==> config.mk <==
export PLATFORM = sky130hd
export DESIGN_NAME = serial_cmp_ctrl
export DESIGN_NICKNAME = d
export VERILOG_FILES = /design/src/rtl/cmp_pkg.sv /design/src/rtl/Two_Bit_Cmp.sv /design/src/rtl/serial_cmp_ctrl.sv
export SDC_FILE = /design/constraint.sdc
export NUM_CORES = 1
export LEC_CHECK = 0
export BUFFER_PORTS_ARGS = -buffer_cell sky130_fd_sc_hd__buf_2
export CAP_MARGIN = 5
export CORE_MARGIN = 2
export CORE_UTILIZATION = 53
export DETAILED_ROUTE_END_ITERATION = 12
export PLACE_DENSITY_LB_ADDON = 0.1
export REMOVE_ABC_BUFFERS = 1
export SYNTH_ARGS = -nofsm -noshare
export SYNTH_HDL_FRONTEND = slang
export SYNTH_SLANG_ARGS = --single-unit
==> constraint.sdc <==
create_clock -name clk -period 3.09 [get_ports clk]
set_input_delay 0.618 -clock clk [delete_from_list [all_inputs] [get_ports clk]]
set_output_delay 0.618 -clock clk [all_outputs]
set_load 0.01 [all_outputs]
==> src/rtl/cmp_pkg.sv <==
// Shared types and constants for the serial magnitude compare controller.
package cmp_pkg;

    typedef enum logic [1:0] {ST_IDLE, ST_RUN, ST_DONE} cmp_state_t;

    localparam logic [2:0] RES_GT = 3'b100;
    localparam logic [2:0] RES_EQ = 3'b010;
    localparam logic [2:0] RES_LT = 3'b001;

    // Pack the slice flags into the one-hot {gt,eq,lt} encoding.
    function automatic logic [2:0] slice_res(input logic f1, input logic f3);
        return f1 ? RES_GT : (f3 ? RES_LT : RES_EQ);
    endfunction

endpackage

==> src/rtl/Two_Bit_Cmp.sv <==
// Combinational 2-bit unsigned magnitude comparator: {a,b} vs {c,d}.
module Two_Bit_Cmp (
    input  logic a,
    input  logic b,
    input  logic c,
    input  logic d,
    output logic f1,
    output logic f2,
    output logic f3
);

    assign f1 = {a, b} >  {c, d};
    assign f2 = {a, b} == {c, d};
    assign f3 = {a, b} <  {c, d};

endmodule

==> src/rtl/serial_cmp_ctrl.sv <==
// Serial WIDTH-bit unsigned compare built from one shared 2-bit slice, MSB pair first.
// Define CMP_EARLY_EXIT_EN to finish on the first unequal pair instead of always running P cycles.
module serial_cmp_ctrl
    import cmp_pkg::*;
#(
    parameter int WIDTH = 8
) (
    input  logic             clk,
    input  logic             rst_n,
    input  logic             start,
    input  logic [WIDTH-1:0] op_a,
    input  logic [WIDTH-1:0] op_b,
    output logic             busy,
    output logic             done,
    output logic             gt,
    output logic             eq,
    output logic             lt
);

    localparam int P  = WIDTH / 2;
    localparam int IW = (P > 1) ? $clog2(P) : 1;
    localparam logic [IW-1:0] IDX_MAX = IW'(P - 1);

    // Handshake: start is accepted only in IDLE (busy=0); done pulses for one cycle with the
    // one-hot result, which then holds until the next accepted start. No queueing of requests.
    cmp_state_t       state, state_n;
    logic [IW-1:0]    idx;
    logic [WIDTH-1:0] a_q, b_q;
    logic [2:0]       sticky_q, res_q;
    logic [IW:0]      bit_pos;
    logic [1:0]       pair_a, pair_b;
    logic             f1, f2, f3;
    logic             accept, exit_run;
    logic [2:0]       cur_res, final_res;

    assign accept  = (state == ST_IDLE) && start;
    assign bit_pos = {idx, 1'b0};
    assign pair_a  = a_q[bit_pos +: 2];
    assign pair_b  = b_q[bit_pos +: 2];

    Two_Bit_Cmp u_slice (
        .a  (pair_a[1]),
        .b  (pair_a[0]),
        .c  (pair_b[1]),
        .d  (pair_b[0]),
        .f1 (f1),
        .f2 (f2),
        .f3 (f3)
    );

    assign cur_res   = slice_res(f1, f3);
    // A decision made at a more significant pair always wins over the current pair.
    assign final_res = (sticky_q != RES_EQ) ? sticky_q : cur_res;

`ifdef CMP_EARLY_EXIT_EN
    assign exit_run = (idx == '0) || !f2;
`else
    assign exit_run = (idx == '0);
`endif

    always_ff @(posedge clk or negedge rst_n) begin
        if (!rst_n) state <= ST_IDLE;
        else        state <= state_n;
    end

    always_comb begin
        state_n = state;
        case (state)
            ST_IDLE: if (start)    state_n = ST_RUN;
            ST_RUN:  if (exit_run) state_n = ST_DONE;
            ST_DONE:               state_n = ST_IDLE;
            default:               state_n = ST_IDLE;
        endcase
    end

    always_ff @(posedge clk or negedge rst_n) begin
        if (!rst_n) begin
            a_q      <= '0;
            b_q      <= '0;
            idx      <= '0;
            sticky_q <= '0;
            res_q    <= '0;
        end else if (accept) begin
            a_q      <= op_a;
            b_q      <= op_b;
            idx      <= IDX_MAX;
            sticky_q <= RES_EQ;
            res_q    <= '0;
        end else if (state == ST_RUN) begin
            if (exit_run) begin
                res_q <= final_res;
            end else begin
                idx <= idx - IW'(1);
                if (!f2 && sticky_q == RES_EQ) sticky_q <= cur_res;
            end
        end
    end

    assign busy         = (state != ST_IDLE);
    assign done         = (state == ST_DONE);
    assign {gt, eq, lt} = res_q;

endmodule

==> results of run 1 <==
==> routing by layer <==
metal | part of all wire | track usage | vias up
met4 | 0.019 | 0.07895 | 0
met3 | 0.029 | 0.02586 | 5
li1 | - | - | 452
met2 | 0.48 | 0.3186 | 16
met5 | 0 | 0 | -
met1 | 0.47 | 0.2438 | 417
==> logic make-up (layout without fill, tap and decap cells) <==
kind of cell    count (synthesis)  count (layout)
simple gates                   70              70
flops                          26              26
buf+inv                        13              34
compound gates                 10              10
mux                             4               4
fa+ha+maj                       3               3
xor+xnor                        1               1
==> state kept, by name, summed over array words and instances (netlist names) <==
signal	cells
a_q	8
b_q	8
idx	2
res_q	3
state	2
sticky_q	3
==> power by group <==
group / leakage [nW] / total [mW] / switching [mW] / internal [mW]
registers: 0.323 / 0.606 / 0.113 / 0.494
logic: 0.403 / 0.747 / 0.399 / 0.348
clock network: 0.0210 / 0.174 / 0.102 / 0.0721
total: 0.747 / 1.53 / 0.613 / 0.914
==> final cells by class <==
| type | count | area share |
|---|---|---|
| flip-flops and latches | 26 | 0.4723 |
| multi-input cells | 88 | 0.3733 |
| repair buffers | 23 | 0.08356 |
| clock buffers | 4 | 0.02634 |
| well taps | 28 | 0.02543 |
| inverters | 7 | 0.01907 |
==> Yosys cell counts, drive strengths merged <==
master / n
inv: 7
o21ai: 3
buf: 2
mux4: 4
a2111oi: 1
nor2b: 2
dfrtp: 26
nor4: 1
nand3: 3
o211ai: 1
ha: 3
o31ai: 1
nand2: 53
clkbuf: 4
and2: 1
a21oi: 4
or2: 1
nand2b: 2
or3b: 1
nand3b: 1
xnor2: 1
nor2: 4
and2b: 1
==> through the flow <==
stage	cells	hold WS, ps	cell area, um2
4_1_cts	176	282.9	1378
5_1_grt	176	293.2	1378
3_3_place_gp	172	460.6	1341
3_5_place_dp	172	461.7	1341
2_1_floorplan	121	322.4	1191
6_report	176	266.8	1378
==> path summary, 6_finish.rpt <==
kind / startpoint / depth (start not counted) / slack [ps] / endpoint
setup / recovery: idx[0]$_DFFE_PN0P_ / 6 / 860 / res_q[1]$_DFFE_PN0P_
hold / removal: rst_n / 1 / 270 / sticky_q[1]$_DFFE_PN0P_
min in group clk: op_a[1] / 3 / 470 / a_q[1]$_DFFE_PN0P_
hold reg to reg: a_q[6]$_DFFE_PN0P_ / 2 / 490 / a_q[6]$_DFFE_PN0P_
setup reg to reg: idx[0]$_DFFE_PN0P_ / 6 / 860 / res_q[1]$_DFFE_PN0P_
max in group asynchronous: rst_n / 1 / 2450 / state[0]$_DFFE_PN0P_
==> layout by cell type, fill, tap and decap left out <==
master     Yosys  routed
o31ai_1        1       1
nor2_2         1       1
a21oi_1        4       4
a2111oi_4      1       1
nor2_1         3       3
o21ai_0        3       3
nand3_1        3       3
buf_2          1      23
nor2b_1        2       2
nand3b_1       1       1
dfrtp_1       26      26
and2b_2        1       1
or2_2          1       1
and2_1         1       1
mux4_2         4       4
clkbuf_8       0       1
ha_1           3       3
o211ai_1       1       1
nand2_1       53      53
nor4_1         1       1
clkbuf_4       0       3
nand2b_1       2       2
xnor2_1        1       1
or3b_1         1       1
inv_1          7       7
==> flow_metrics.tcl, run 1 <==
set metrics [dict create \
    status "completed" \
    clockBufferDepth 2 \
    post-place-ws_ps 876.1 \
    synthAdderAreaFrac 0.03071 \
    period_share 0.7206 \
    ir_drop_uv 495.2 \
    cts-resized-gates 0 \
    p_per_area_mw_per_mm2 1109 \
    drtIter0Drc 13 \
    synth_seq_cells 26 \
    power.leakage_nw 0.7475 \
    synth-simple-area-share 0.2456 \
    gp_congestion 0.8035 \
    antenna_found_initial 0 \
    final_core_util 0.6288 \
    cts.clk_slew.worst_paths_ps 140 \
    synth_top_family_by_area "simple AND/OR/NAND/NOR gates" \
    vias 890 \
    io_buffers 23 \
    cts_buffers 3 \
    drive_gt1_frac 0.2365 \
    cts_tree "built" \
    synth_xor_area_frac 0.007165 \
    skew_ps 3.931 \
    worstPathRequired_ps 3310 \
    finalPower_mw 1.527 \
    dp_hpwl_mm 1.582 \
    start_kind "register" \
    start_util 0.5580 \
    fillers 195 \
    path_delay_family "multiplexers" \
    path_buf_inv 0 \
    setup_tns_ps 0 \
    rows 17 \
    yosysSeqAreaShare 0.5322 \
    ant_nets 0 \
    grt_pass1_vias 865 \
    crit_path_top_delay_cell "mux4_2" \
    drc_errors 0 \
    postCtsSetupRepairBufs 0 \
    postLayoutSetupSlackWorst_ps 863.4 \
    final-seq-area_um2 650.6 \
    die_area_mm2 0.002707 \
    yosys_warnings 0 \
    netlist_instances 127 \
    clk_latency_ps 320 \
    diodes 0 \
    synth_top_area_cell "dfrtp_1" \
    cts_num_sinks 26 \
    synth_area_mm2 0.001222 \
    holdBufCountCts 0 \
    wl_per_cell_um 12.61 \
    grt_max_degree 27 \
    die_w_um 52.03 \
    synth_area_leaders "dfrtp_1 (53%), nand2_1 (16%), mux4_2 (7.4%)" \
    die_h_um 52.03 \
    hold_viol 0 \
    hp-class "in -> async" \
    cp_max_fo 5 \
    grt_pass1_wl_mm 3.719 \
    worstMarginPinSlew_ps 715.5 \
    worstSetupPathType "reg -> reg" \
    end_kind "register" \
    clockRootBuffer "clkbuf_4" \
    vias_per_cell 5.057 \
    netlist-cell-type-count 25 \
    multi_input_area_um2 514.2 \
    max_slew_margin 0.5218 \
    crit_chain "mux4_2, ha_1, nor2b_1, nor4_1, nand2b_1, o31ai_1" \
    slowest_delay_ps 530 \
    rsz0062_at_grt "no" \
    setup_viol 0 \
    arrival_ps 2450 \
    coreArea_mm2 0.002191 \
    first_pass_iters 2 \
    synth_top_cell_area_share 0.5322 \
    slew_violations 0 \
    track_usage 0.1891 \
    cts_max_level 1 \
    gr-total-overflow 0 \
    syn_to_final_growth_pct 12.69 \
    min_period_ps 2227 \
    muxShareOfSynthArea 0.07369 \
    nNetsFinal 171 \
    synth.avg_cell_area_um2 9.625 \
    synth_compound_area_frac 0.06346 \
    wl_mm 2.219 \
    ios 24 \
    fmax_mhz 449.1 \
    drv_cap 0 \
]
Note: power is estimated with default switching activity, not from simulation.
==> inputs of run 2 (changes only) <==
==> constraint.sdc (replaced) <==
create_clock -name clk -period 2.15 [get_ports clk]
set_input_delay 0.43 -clock clk [delete_from_list [all_inputs] [get_ports clk]]
set_output_delay 0.43 -clock clk [all_outputs]
set_load 0.01 [all_outputs]
==> run 2 against run 1 <==
Routed wire length decreased by 3.8%. Global-route usage about the same. Setup slack got worse by 770 ps. Final cell count increased by 1.1%. Sequential share of layout area decreased by 0.25 points. Clock skew decreased by 0.81 ps. Critical path depth decreased by 1. Via count increased by 1.7%. Sequential power increased by 43%. First-iteration DRC count increased by 7.7%. Core utilization increased by 0.46 points. Total power increased by 45%. Largest power group unchanged.
==> flow_metrics.tcl, run 2 (synthesis results as in run 1) <==
set metrics [dict create \
    status "completed" \
    reg2reg_to "sticky_q[1]$_DFFE_PN0P_" \
    cts_max_level 1 \
    reg2reg_slack_ps 100 \
    drv_cap 0 \
    die_h_um 52.03 \
    diodes 0 \
    rows 17 \
    syn_to_final_growth_pct 13.51 \
    start_util 0.5580 \
    worstSetupPathType "reg -> reg" \
    vias 905 \
    wl_mm 2.135 \
    r2r-start "idx[0]$_DFFE_PN0P_" \
    start_kind "register" \
    finalPower_mw 2.214 \
    nNetsFinal 174 \
    clk_latency_ps 320 \
    min_period_ps 2055 \
    clockBufferDepth 2 \
    gp_congestion 0.7776 \
    first_pass_iters 4 \
    postCtsSetupRepairBufs 0 \
    max_slew_margin 0.5249 \
    grt_pass1_wl_mm 3.705 \
    swShare 0.3982 \
    ir_drop_uv 729.8 \
    io_buffers 23 \
    cts_buffers 3 \
    slew_violations 0 \
    reg_top3 "a_q (8), b_q (8)" \
    final_common_cell "nand2_1" \
    final_cell_mix "nand2_1 (53), dfrtp_1 (25), buf_2 (23), inv_1 (7)" \
    clockRootBuffer "clkbuf_4" \
    grt_pass1_vias 896 \
    setup_tns_ps 0 \
    drtIter0Drc 14 \
    worstPathRequired_ps 2320 \
    fmax_mhz 486.6 \
    die_w_um 52.03 \
    vias_per_cell 5.084 \
    p_switching_mw 0.8817 \
    hold-worst-slack_ps 82.67 \
    end_kind "register" \
    rsz0062_at_grt "no" \
    worstMarginPinSlew_ps 710.9 \
    ios 24 \
    die_area_mm2 0.002707 \
    antenna_found_initial 0 \
    hold_viol 0 \
    arrival_ps 2230 \
    seqPwrFrac 0.391 \
    power.leakage_nw 0.7535 \
    drive_gt1_frac 0.2533 \
    track_usage 0.1890 \
    cts_tree "built" \
    setup_viol 0 \
    skew_ps 3.122 \
    cts.clk_slew.worst_paths_ps 130 \
    combinationalPowerShare 0.517 \
    r2r_cells 5 \
    endpoint "sticky_q[1]$_DFFE_PN0P_" \
    grt_max_degree 27 \
    cp_max_fo 4 \
    gr-total-overflow 0 \
    dp_hpwl_mm 1.543 \
    wl_per_cell_um 11.99 \
    critPathLaunch "idx[0]$_DFFE_PN0P_" \
    holdBufCountCts 0 \
    cts-resized-gates 0 \
    hp-class "in -> async" \
    ant_nets 0 \
    coreArea_mm2 0.002191 \
    period_share 0.9558 \
    internal_power_mw 1.332 \
    drc_errors 0 \
    p_per_area_mw_per_mm2 1596 \
    cts_num_sinks 26 \
    p_clk_frac 0.091 \
]
[run 2: changes by cell type in the layout (fill, tap and decap cells not counted), sizes merged]
| cell | change |
|---|---|
| buf | +3 |
| clkbuf | -1 |
[run 2: worst min-delay path by stage]
stage	start	to	slack (ps)
finish	rst_n	res_q[2]$_DFFE_PN0P_	80
global route	rst_n	res_q[0]$_DFFE_PN0P_	120
CTS	rst_n	res_q[1]$_DFFE_PN0P_	90
detailed placement	rst_n	res_q[2]$_DFFE_PN0P_	460
global placement	rst_n	res_q[2]$_DFFE_PN0P_	450
floorplan	rst_n	a_q[0]$_DFFE_PN0P_	130
[run 2: routing by layer]
layer	part of all wire	vias up	track usage
met5	0	-	0
met4	0.023	0	0.1228
met3	0.034	5	0.03736
met2	0.49	20	0.3249
met1	0.45	423	0.2106
li1	-	457	-
[run 2: cell type report]
type                       instances  area [um2]
fill                             186       803.3
inverter                           7       26.28
clock buffer                       3       22.52
timing repair buffer              26       137.6
sequential                        26       651.9
tap                               28       35.03
multi-input combinational         88       514.2
[run 2: through the flow]
step | instances | setup slack (ps) | cell area [um2] | util
after detailed placement | 175 | 50.23 | 1364 | 0.6225
after floorplan | 121 | 83.99 | 1191 | -
after global placement | 175 | 110.2 | 1364 | 0.6225
after CTS | 178 | 22.23 | 1386 | 0.6328
final | 178 | 95.02 | 1388 | 0.6334
after global routing | 178 | 1.285 | 1388 | 0.6334
[run 2: critical path: stages (launching register included)]
cell	delay [ps]
dfrtp_2	430
mux4_2	510
ha_1	310
buf_4	150
a2111oi_4	390
o21ai_0	130
[run 2: power groups by stage]
stage	clock, mW	sequential [mW]	combinational [mW]
6_report	0.203	0.866	1.15
3_5_place_dp	0	0.877	1.15
3_3_place_gp	0	0.875	1.11
2_1_floorplan	0	0.844	0.856
4_1_cts	0.214	0.867	1.16
5_1_grt	0.229	0.897	1.29
==> inputs of run 3 (changes only) <==
--- a/config.mk
+++ b/config.mk
@@ -10,6 +10,7 @@
 export CORE_MARGIN = 2
 export CORE_UTILIZATION = 53
 export DETAILED_ROUTE_END_ITERATION = 12
+export GPL_TIMING_DRIVEN = 0
 export PLACE_DENSITY_LB_ADDON = 0.1
 export REMOVE_ABC_BUFFERS = 1
 export SYNTH_ARGS = -nofsm -noshare
==> run 3 against run 2 <==
Final cell count decreased by 0.56%. Sequential cell count unchanged. Critical path depth increased by 2. Sequential power about the same. Setup slack better by 10 ps. Hold slack got worse by 13 ps. Cell area grew 1.3%. Global-route usage grew 0.29 points. Clock-buffer cell count is the same. Largest cell class unchanged.
==> flow_metrics.tcl, run 3 (synthesis results as in run 1) <==
set metrics [dict create \
    status "completed" \
    path_depth 7 \
    vias 911 \
    clockBufferDepth 2 \
    cts_num_sinks 26 \
    grt_max_degree 27 \
    max_slew_margin 0.5292 \
    cp_max_fo 5 \
    ant_nets 0 \
    setup_tns_ps 0 \
    period_share 0.9511 \
    ir_drop_uv 809.4 \
    r2r-start "idx[0]$_DFFE_PN0P_" \
    power.leakage_nw 0.7483 \
    setup_viol 0 \
    slowest_delay_ps 510 \
    crit_path_top_delay_cell "mux4_2" \
    final_common_cell "nand2_1" \
    nNetsFinal 173 \
    die_w_um 52.03 \
    die_h_um 52.03 \
    rows 17 \
    start_kind "register" \
    p_per_area_mw_per_mm2 1632 \
    hold-worst-slack_ps 69.61 \
    worstSetupPathType "reg -> reg" \
    swShare 0.3970 \
    seqPwrFrac 0.377 \
    p_switching_mw 0.9105 \
    antenna_found_initial 0 \
    start_util 0.5580 \
    clk_latency_ps 330 \
    ios 24 \
    path_buf_inv 1 \
    track_usage 0.1920 \
    final_cell_mix "nand2_1 (53), dfrtp_1 (25), buf_2 (23), inv_1 (6)" \
    slew_violations 0 \
    dpl_cell_area_mm2 0.001341 \
    arrival_ps 2260 \
    critPathLaunch "idx[0]$_DFFE_PN0P_" \
    min_period_ps 2045 \
    coreArea_mm2 0.002191 \
    internal_power_mw 1.383 \
    grt_pass1_wl_mm 3.691 \
    end_kind "register" \
    cts_buffers 3 \
    gp_congestion 0.7240 \
    drive_gt1_frac 0.2685 \
    drv_cap 0 \
    cts.clk_slew.worst_paths_ps 130 \
    reg_top3 "a_q (8), b_q (8)" \
    clockRootBuffer "clkbuf_4" \
    wl_mm 2.217 \
    drc_errors 0 \
    gr-total-overflow 0 \
    hold_viol 0 \
    cts_tree "built" \
    vias_per_cell 5.147 \
    fmax_mhz 489.1 \
    crit_chain "mux4_2, inv_1, ha_4, nor2b_1, or2_2, a21oi_1, o21ai_0" \
    rsz0062_at_grt "no" \
    worstPathRequired_ps 2370 \
    die_area_mm2 0.002707 \
    grt_pass1_vias 886 \
    first_pass_iters 3 \
    hp-class "in -> async" \
    wl_per_cell_um 12.53 \
    combinationalPowerShare 0.532 \
    io_buffers 23 \
    reg2reg_slack_ps 110 \
    path_delay_family "multiplexers" \
    skew_ps 4.484 \
    drtIter0Drc 11 \
    dp_hpwl_mm 1.545 \
    cts_max_level 1 \
    final_cell_area_mm2 0.001405 \
    p_clk_frac 0.090 \
    reg2reg_to "res_q[2]$_DFFE_PN0P_" \
    diodes 0 \
    r2r_cells 7 \
    worstMarginPinSlew_ps 704.5 \
    syn_to_final_growth_pct 14.94 \
]
-- run 3: metrics by stage --
stage               total power [mW]  std cells    util  setup slack [ps]
floorplan                      1.700        121       -             83.99
global placement               1.909        172  0.6122            -81.93
detailed placement             1.959        172  0.6122            -93.99
CTS                            2.202        177  0.6299             15.75
global route                   2.513        177  0.6413             9.178
finish                         2.293        177  0.6413             105.2
-- run 3: how the worst max path moves through the flow --
stage | endpoint
finish | res_q[2]$_DFFE_PN0P_
global route | res_q[2]$_DFFE_PN0P_
CTS | res_q[2]$_DFFE_PN0P_
detailed placement | res_q[2]$_DFFE_PN0P_
global placement | res_q[2]$_DFFE_PN0P_
floorplan | res_q[2]$_DFFE_PN0P_
-- run 3: power by group through the flow --
stage               combinational, mW  sequential (mW)  clock (mW)
finish                           1.22            0.865       0.208
global placement                 1.04            0.873           0
detailed placement               1.07            0.884           0
floorplan                       0.856            0.844           0
global route                     1.39            0.891       0.231
CTS                              1.12            0.866       0.218
-- run 3: area by class of cell --
| cell class | count | area [um2] |
|---|---|---|
| multi-input cells | 88 | 539.3 |
| repair buffers | 25 | 130.1 |
| clock buffers | 3 | 22.52 |
| flip-flops and latches | 26 | 651.9 |
| well taps | 28 | 35.03 |
| inverters | 7 | 26.28 |
| fillers | 196 | 785.8 |
-- run 3: layer usage --
layer	up-vias	wire length [um]	track usage	part of all wire
li1	453	-	-	-
met1	437	972	0.2161	0.44
met2	16	1128	0.3397	0.51
met3	5	62	0.02586	0.028
met4	0	53	0.1184	0.024
met5	-	0	0	0
-- run 3: what timing repair did --
item | CTS | global route
gates resized for setup | 1 | 3
hold buffers | 0 | 0
setup endpoints to repair | 5 | 5
buffers inserted | 2 | 0
pin swaps | 0 | 2
